--- src/rtl/hit_conditioner.sv ---
// hit_conditioner
//   Conditions three raw drum switches (hat, cymbal, tom) for the video
//   pattern generator: synchronizes and debounces each switch, emits a
//   one-cycle strobe per accepted hit, and holds a per-channel flash level
//   for a configurable number of video frames.
//
//   Optional feature: define HIT_COUNT_EN to add three saturating 8-bit hit
//   counters. Without it hit_count_o is tied to 0 and count_clr_i is ignored.
//
// Parameters
//   DEBOUNCE_CYCLES  cycles a new synchronized level must persist (1..2^20-1)
//   FLASH_FRAMES     frames the flash level stays high after a hit (1..63)
//
// Ports
//   clk          pixel clock, all flops on its rising edge
//   rst_n        asynchronous active-low reset
//   hit_raw_i    [2:0] raw switches: bit0 hat, bit1 cymbal, bit2 tom
//   vsync_i      active-low vertical sync, synchronous to clk
//   count_clr_i  synchronous clear of the hit counters
//   hit_pulse_o  [2:0] one-cycle strobe per accepted hit
//   hit_flash_o  [2:0] registered flash level per channel
//   hit_count_o  [23:0] {tom, cymbal, hat} 8-bit hit counters
module hit_conditioner #(
    parameter int unsigned DEBOUNCE_CYCLES = 250000,
    parameter int unsigned FLASH_FRAMES    = 6
) (
    input  logic        clk,
    input  logic        rst_n,
    input  logic [2:0]  hit_raw_i,
    input  logic        vsync_i,
    input  logic        count_clr_i,
    output logic [2:0]  hit_pulse_o,
    output logic [2:0]  hit_flash_o,
    output logic [23:0] hit_count_o
);

    localparam int unsigned CW = $clog2(DEBOUNCE_CYCLES + 1);
    localparam logic [CW-1:0] DB_LAST    = CW'(DEBOUNCE_CYCLES - 1);
    localparam logic [5:0]    FLASH_LOAD = 6'(FLASH_FRAMES);

    typedef enum logic {
        IDLE,
        FLASH
    } flash_state_t;

    logic [2:0]    sync1;
    logic [2:0]    sync2;
    logic [2:0]    stable;
    logic [2:0]    stable_d;
    logic [2:0]    pulse_q;
    logic [2:0]    flash_q;
    logic [CW-1:0] db_cnt    [3];
    flash_state_t  state     [3];
    logic [5:0]    frame_cnt [3];
    logic          vsync_q;
    logic          vsync_qq;
    logic          frame_tick;

    // Two-flop synchronizers for the asynchronous switches.
    always_ff @(posedge clk or negedge rst_n) begin
        if (!rst_n) begin
            sync1 <= '0;
            sync2 <= '0;
        end else begin
            sync1 <= hit_raw_i;
            sync2 <= sync1;
        end
    end

    // Debounce: the stable level only follows the synchronized input once it
    // has differed for DEBOUNCE_CYCLES consecutive cycles. The pulse is taken
    // from the registered stable level so its latency is fixed.
    always_ff @(posedge clk or negedge rst_n) begin
        if (!rst_n) begin
            stable   <= '0;
            stable_d <= '0;
            pulse_q  <= '0;
            for (int unsigned i = 0; i < 3; i++) begin
                db_cnt[i] <= '0;
            end
        end else begin
            for (int unsigned i = 0; i < 3; i++) begin
                if (sync2[i] == stable[i]) begin
                    db_cnt[i] <= '0;
                end else if (db_cnt[i] == DB_LAST) begin
                    stable[i] <= ~stable[i];
                    db_cnt[i] <= '0;
                end else begin
                    db_cnt[i] <= db_cnt[i] + CW'(1);
                end
            end
            stable_d <= stable;
            pulse_q  <= stable & ~stable_d;
        end
    end

    // Frame tick on a falling edge of the registered vsync. Both stages
    // reset low, so no tick can appear in the first cycle after reset.
    always_ff @(posedge clk or negedge rst_n) begin
        if (!rst_n) begin
            vsync_q  <= 1'b0;
            vsync_qq <= 1'b0;
        end else begin
            vsync_q  <= vsync_i;
            vsync_qq <= vsync_q;
        end
    end

    assign frame_tick = vsync_qq & ~vsync_q;

    // Flash FSMs; a pulse takes priority over a coincident frame tick.
    always_ff @(posedge clk or negedge rst_n) begin
        if (!rst_n) begin
            flash_q <= '0;
            for (int unsigned i = 0; i < 3; i++) begin
                state[i]     <= IDLE;
                frame_cnt[i] <= '0;
            end
        end else begin
            for (int unsigned i = 0; i < 3; i++) begin
                case (state[i])
                    IDLE: begin
                        if (pulse_q[i]) begin
                            state[i]     <= FLASH;
                            frame_cnt[i] <= FLASH_LOAD;
                            flash_q[i]   <= 1'b1;
                        end
                    end
                    FLASH: begin
                        if (pulse_q[i]) begin
                            frame_cnt[i] <= FLASH_LOAD;
                        end else if (frame_tick) begin
                            if (frame_cnt[i] == 6'd1) begin
                                state[i]     <= IDLE;
                                frame_cnt[i] <= '0;
                                flash_q[i]   <= 1'b0;
                            end else begin
                                frame_cnt[i] <= frame_cnt[i] - 6'd1;
                            end
                        end
                    end
                    default: begin
                        state[i]     <= IDLE;
                        frame_cnt[i] <= '0;
                        flash_q[i]   <= 1'b0;
                    end
                endcase
            end
        end
    end

    assign hit_pulse_o = pulse_q;
    assign hit_flash_o = flash_q;

`ifdef HIT_COUNT_EN
    logic [7:0] hit_cnt [3];

    // Saturating counters; clear wins over a coincident pulse.
    always_ff @(posedge clk or negedge rst_n) begin
        if (!rst_n) begin
            for (int unsigned i = 0; i < 3; i++) begin
                hit_cnt[i] <= '0;
            end
        end else if (count_clr_i) begin
            for (int unsigned i = 0; i < 3; i++) begin
                hit_cnt[i] <= '0;
            end
        end else begin
            for (int unsigned i = 0; i < 3; i++) begin
                if (pulse_q[i] && (hit_cnt[i] != 8'hFF)) begin
                    hit_cnt[i] <= hit_cnt[i] + 8'd1;
                end
            end
        end
    end

    assign hit_count_o = {hit_cnt[2], hit_cnt[1], hit_cnt[0]};
`else
    logic unused_count_clr;

    assign unused_count_clr = count_clr_i;
    assign hit_count_o      = '0;
`endif

endmodule

--- config.mk ---
export PLATFORM = sky130hd
export DESIGN_NAME = hit_conditioner
export DESIGN_NICKNAME = d
export VERILOG_FILES = /design/src/rtl/hit_conditioner.sv
export SDC_FILE = /design/constraint.sdc
export NUM_CORES = 1
export LEC_CHECK = 0
export CORE_UTILIZATION = 53
export DETAILED_ROUTE_END_ITERATION = 10
export PLACE_DENSITY = 0.84
export SYNTH_ARGS = -nofsm -noshare
export SYNTH_HDL_FRONTEND = slang
export SYNTH_SLANG_ARGS = --single-unit
--- constraint.sdc ---
create_clock -name clk -period 1.74 [get_ports clk]
set_input_delay 0.348 -clock clk [delete_from_list [all_inputs] [get_ports clk]]
set_output_delay 0.348 -clock clk [all_outputs]
set_load 0.05 [all_outputs]
==> impl_metrics.json <==
{
  "cts_inserted_buffers": 9,
  "max-slew-margin-rel_pct": 64.3,
  "die_area_um2": 9380,
  "ant_nets": 0,
  "h-tree-depth": 3,
  "synthXorXnorAreaFrac_pct": 10.3,
  "nNetsFinal": 548,
  "antenna_found_initial": 0,
  "postLayoutCoreUtil_pct": 64.7,
  "grt_max_degree": 41,
  "critPathMaxStageDelay_ps": 500,
  "min_to": "sync2[1]",
  "p_comb_share_pct": 6.7,
  "synthArstFlopShare_pct": 100,
  "cpLargestDelayFamily": "simple AND/OR/NAND/NOR gates",
  "synth_top_cell_area_share_pct": 49.8,
  "rows": 34,
  "cp_slowest_cell": "or4_1",
  "cap_viol_max_count": 0,
  "whs_path_depth": 0,
  "die_h_um": 96.9,
  "fin_crit_ps": 1750,
  "synth_compound_area_share_pct": 7.45,
  "cts_buffer_depth": 2,
  "fin_crit_sh_pct": 101,
  "reg2reg_depth": 4,
  "switching_share_pct": 23.8,
  "synth-edff-count": 0,
  "start_util_pct": 54.7,
  "critPathRequiredTime_ps": 2030,
  "hp-start": "sync1[1]",
  "r2r_end": "db_cnt[17]",
  "dp_hpwl_mm": 6.30,
  "postSynthAreaPerCell_um2": 10.2,
  "crit_path_start_kind": "flip-flop",
  "synth_area_leader_cell": "dfrtp_1",
  "synthTopCellsByArea": "dfrtp_1 50%, xnor2_1 8.8%, nor2_1 5.6%",
  "rsz0062_at_grt": "true",
  "synth_cells": 467,
  "powerDensity_nw_per_um2": 729,
  "multi_input_area_um2": 2310,
  "end_kind": "flip-flop",
  "cts_root_buffer": "clkbuf_8",
  "fin_cells": 638,
  "grt-ovfl-total": 0,
  "grt_pass1_vias": 3389,
  "vdd_drop_max_mv": 0.426,
  "fill_cells": 625,
  "grt_usage_pct": 20.0,
  "p_sw_uw": 978,
  "p_int_uw": 3140,
  "n_antenna_cell": 0,
  "worstMarginPinSlew_ps": 522,
  "p_leak_uw": 0.00241,
  "mostFrequentLayoutCell": "dfrtp_1",
  "hold_class": "flip-flop to flip-flop",
  "hold_viol_final": 0,
  "r2r_setup_slack_ps": -10,
  "drc": 0,
  "post_drt_wl_per_cell_um": 14.9,
  "max_clock_freq_mhz": 570,
  "worstPathMaxFanout": 7,
  "grt_first_pass_wirelength_mm": 15.3,
  "cts_tree": "done",
  "ys_seq_elements": 95,
  "synth_flop_cell": "dfrtp_1",
  "yosys_warnings": 0,
  "cp_cell_sequence": "nand4_1 -> or3_1 -> or4_1 -> a21oi_2",
  "first_iter_violations": 147,
  "coreArea_um2": 8720,
  "path_class": "flip-flop to flip-flop",
  "clock_sinks": 95,
  "ys_seq_area_share_pct": 49.8,
  "viasPerCell": 5.60,
  "critPathLaunch": "db_cnt[9]",
  "clock_power_share_pct": 38.5,
  "fin_skew_ps": 12.5,
  "layout_common_cells": "88 x dfrtp_1, 61 x nor2_1, 48 x xnor2_1",
  "synthMuxAreaShare_pct": 0.708,
  "syn_area_um2": 4770,
  "setup_viol": 5,
  "finalWorstSetupSlack_ps": -12.9,
  "cp_data_arrival_time_ps": 2040,
  "firstDrtPassIters": 4,
  "power_frac_seq_pct": 54.8,
  "critPathBufInv": 0,
  "hold_slack_ps": 351,
  "synthAdderAreaFrac_pct": 3.93,
  "ios": 37,
  "layout-drive-gt1-share_pct": 22.8,
  "timing.rr.start": "db_cnt[9]",
  "wirelength_mm": 9.49,
  "violations": "negative setup slack",
  "clk_pin_slew_ps": 90,
  "die_w_um": 96.9,
  "maxSlewViolCount": 0,
  "synth_top_family_by_area": "simple AND/OR/NAND/NOR gates",
  "portBuffers": 11,
  "clk_latency_ps": 360,
  "yosys.area_share.simple_pct": 21.0,
  "vias": 3571,
  "status": "complete, but fails checks",
  "place_congestion": 0.856,
  "yosysUniqueCellTypes": 46,
  "area_delta_synth_final_pct": 18.3,
  "seqCellArea_um2": 2390,
  "placed_cells": 612,
  "fin_total_pwr_uw": 4110
}
how the worst max path moves through the flow:
| stage | endpoint | slack (ps) | cells after the start |
|---|---|---|---|
| floorplan | db_cnt[45] | 10 | 5 |
| global placement | frame_cnt[14] | 10 | 4 |
| detailed placement | frame_cnt[14] | -90 | 4 |
| CTS | frame_cnt[16] | -0.2 | 4 |
| global route | db_cnt[17] | -60 | 4 |
| finish | db_cnt[17] | -10 | 4 |
metrics by stage:
step	setup TNS (ps)	cell area (um2)	worst slack, ps
after floorplan	0	4880	10.3
after global placement	0	5180	11.1
after detailed placement	-92.3	5180	-89.3
after CTS	-0.205	5440	-0.205
after global routing	-924	5650	-58.7
final	-31.9	5650	-12.9
worst reg2reg max path, stage by stage (launching register included):
cell and delay (ps):
dfrtp_2 450, nand4_1 170, or3_1 420, or4_1 500, a21oi_2 150
per-layer routing:
metal	up-vias	GRT usage (%)	wire, um
li1	1690	-	-
met2	80	33.3	4960
met5	-	0	0
met1	1785	25.4	4050
met3	16	4.48	297
met4	0	7.69	180
registers in the layout, indices dropped and copies added (netlist names):
register,cells
db_cnt,54
frame_cnt,18
hit_flash_o,3
hit_pulse_o,3
stable,3
stable_d,3
state,3
sync1,3
sync2,3
vsync_q,1
vsync_qq,1
synthesized netlist by cell type, drive strengths merged, types with 2 or more instances:
cell type and instances:
or3 6, o21ai 10, nand4 17, a2111oi 6, clkbuf 2, or2 3, xor2 8, buf 29
nand2 17, nor3 12, nor2b 4, a22o 4, nor3b 2, dfrtp 95, or4 4, inv 27
xnor2 48, nand3b 2, ha 15, nor4 23, or3b 2, a21o 2, nor4b 2, nor2 71
nand2b 4, a31oi 3, nand3 20, a21oi 9, a211oi 2, mux2 3, o41ai 2, o31ai 4
what timing repair did:
item	CTS	global route
setup endpoints to repair	6	53
endpoints found under the hold margin	26	0
hold buffers	1	0
pin swaps	1	11
gates cloned	0	1
resized for setup	6	41
setup buffers	0	9
final cells by class:
cell class | instances | area share [%]
clock buffer | 10 | 2.44
sequential | 95 | 42.3
multi-input combinational | 337 | 41.0
timing repair buffer | 56 | 8.67
inverter | 27 | 1.80
clock inverter | 5 | 1.46
tap | 108 | 2.39
power by group through the flow:
stage | registers (uW) | clock network [uW] | logic (uW)
finish | 2250 | 1580 | 275
global route | 2260 | 1700 | 300
CTS | 2250 | 1610 | 262
detailed placement | 2300 | 0 | 259
global placement | 2300 | 0 | 255
floorplan | 2290 | 0 | 213
kinds of logic after synthesis:
group | count (synthesis)
and+or+nand+nor | 193
DFF | 95
buffers and inverters | 58
xor gates and xnor gates | 56
AOI/OAI and AO/OA | 46
adders and majority gates | 15
muxes | 3
other | 1
Power figures use the tool's default switching activity.
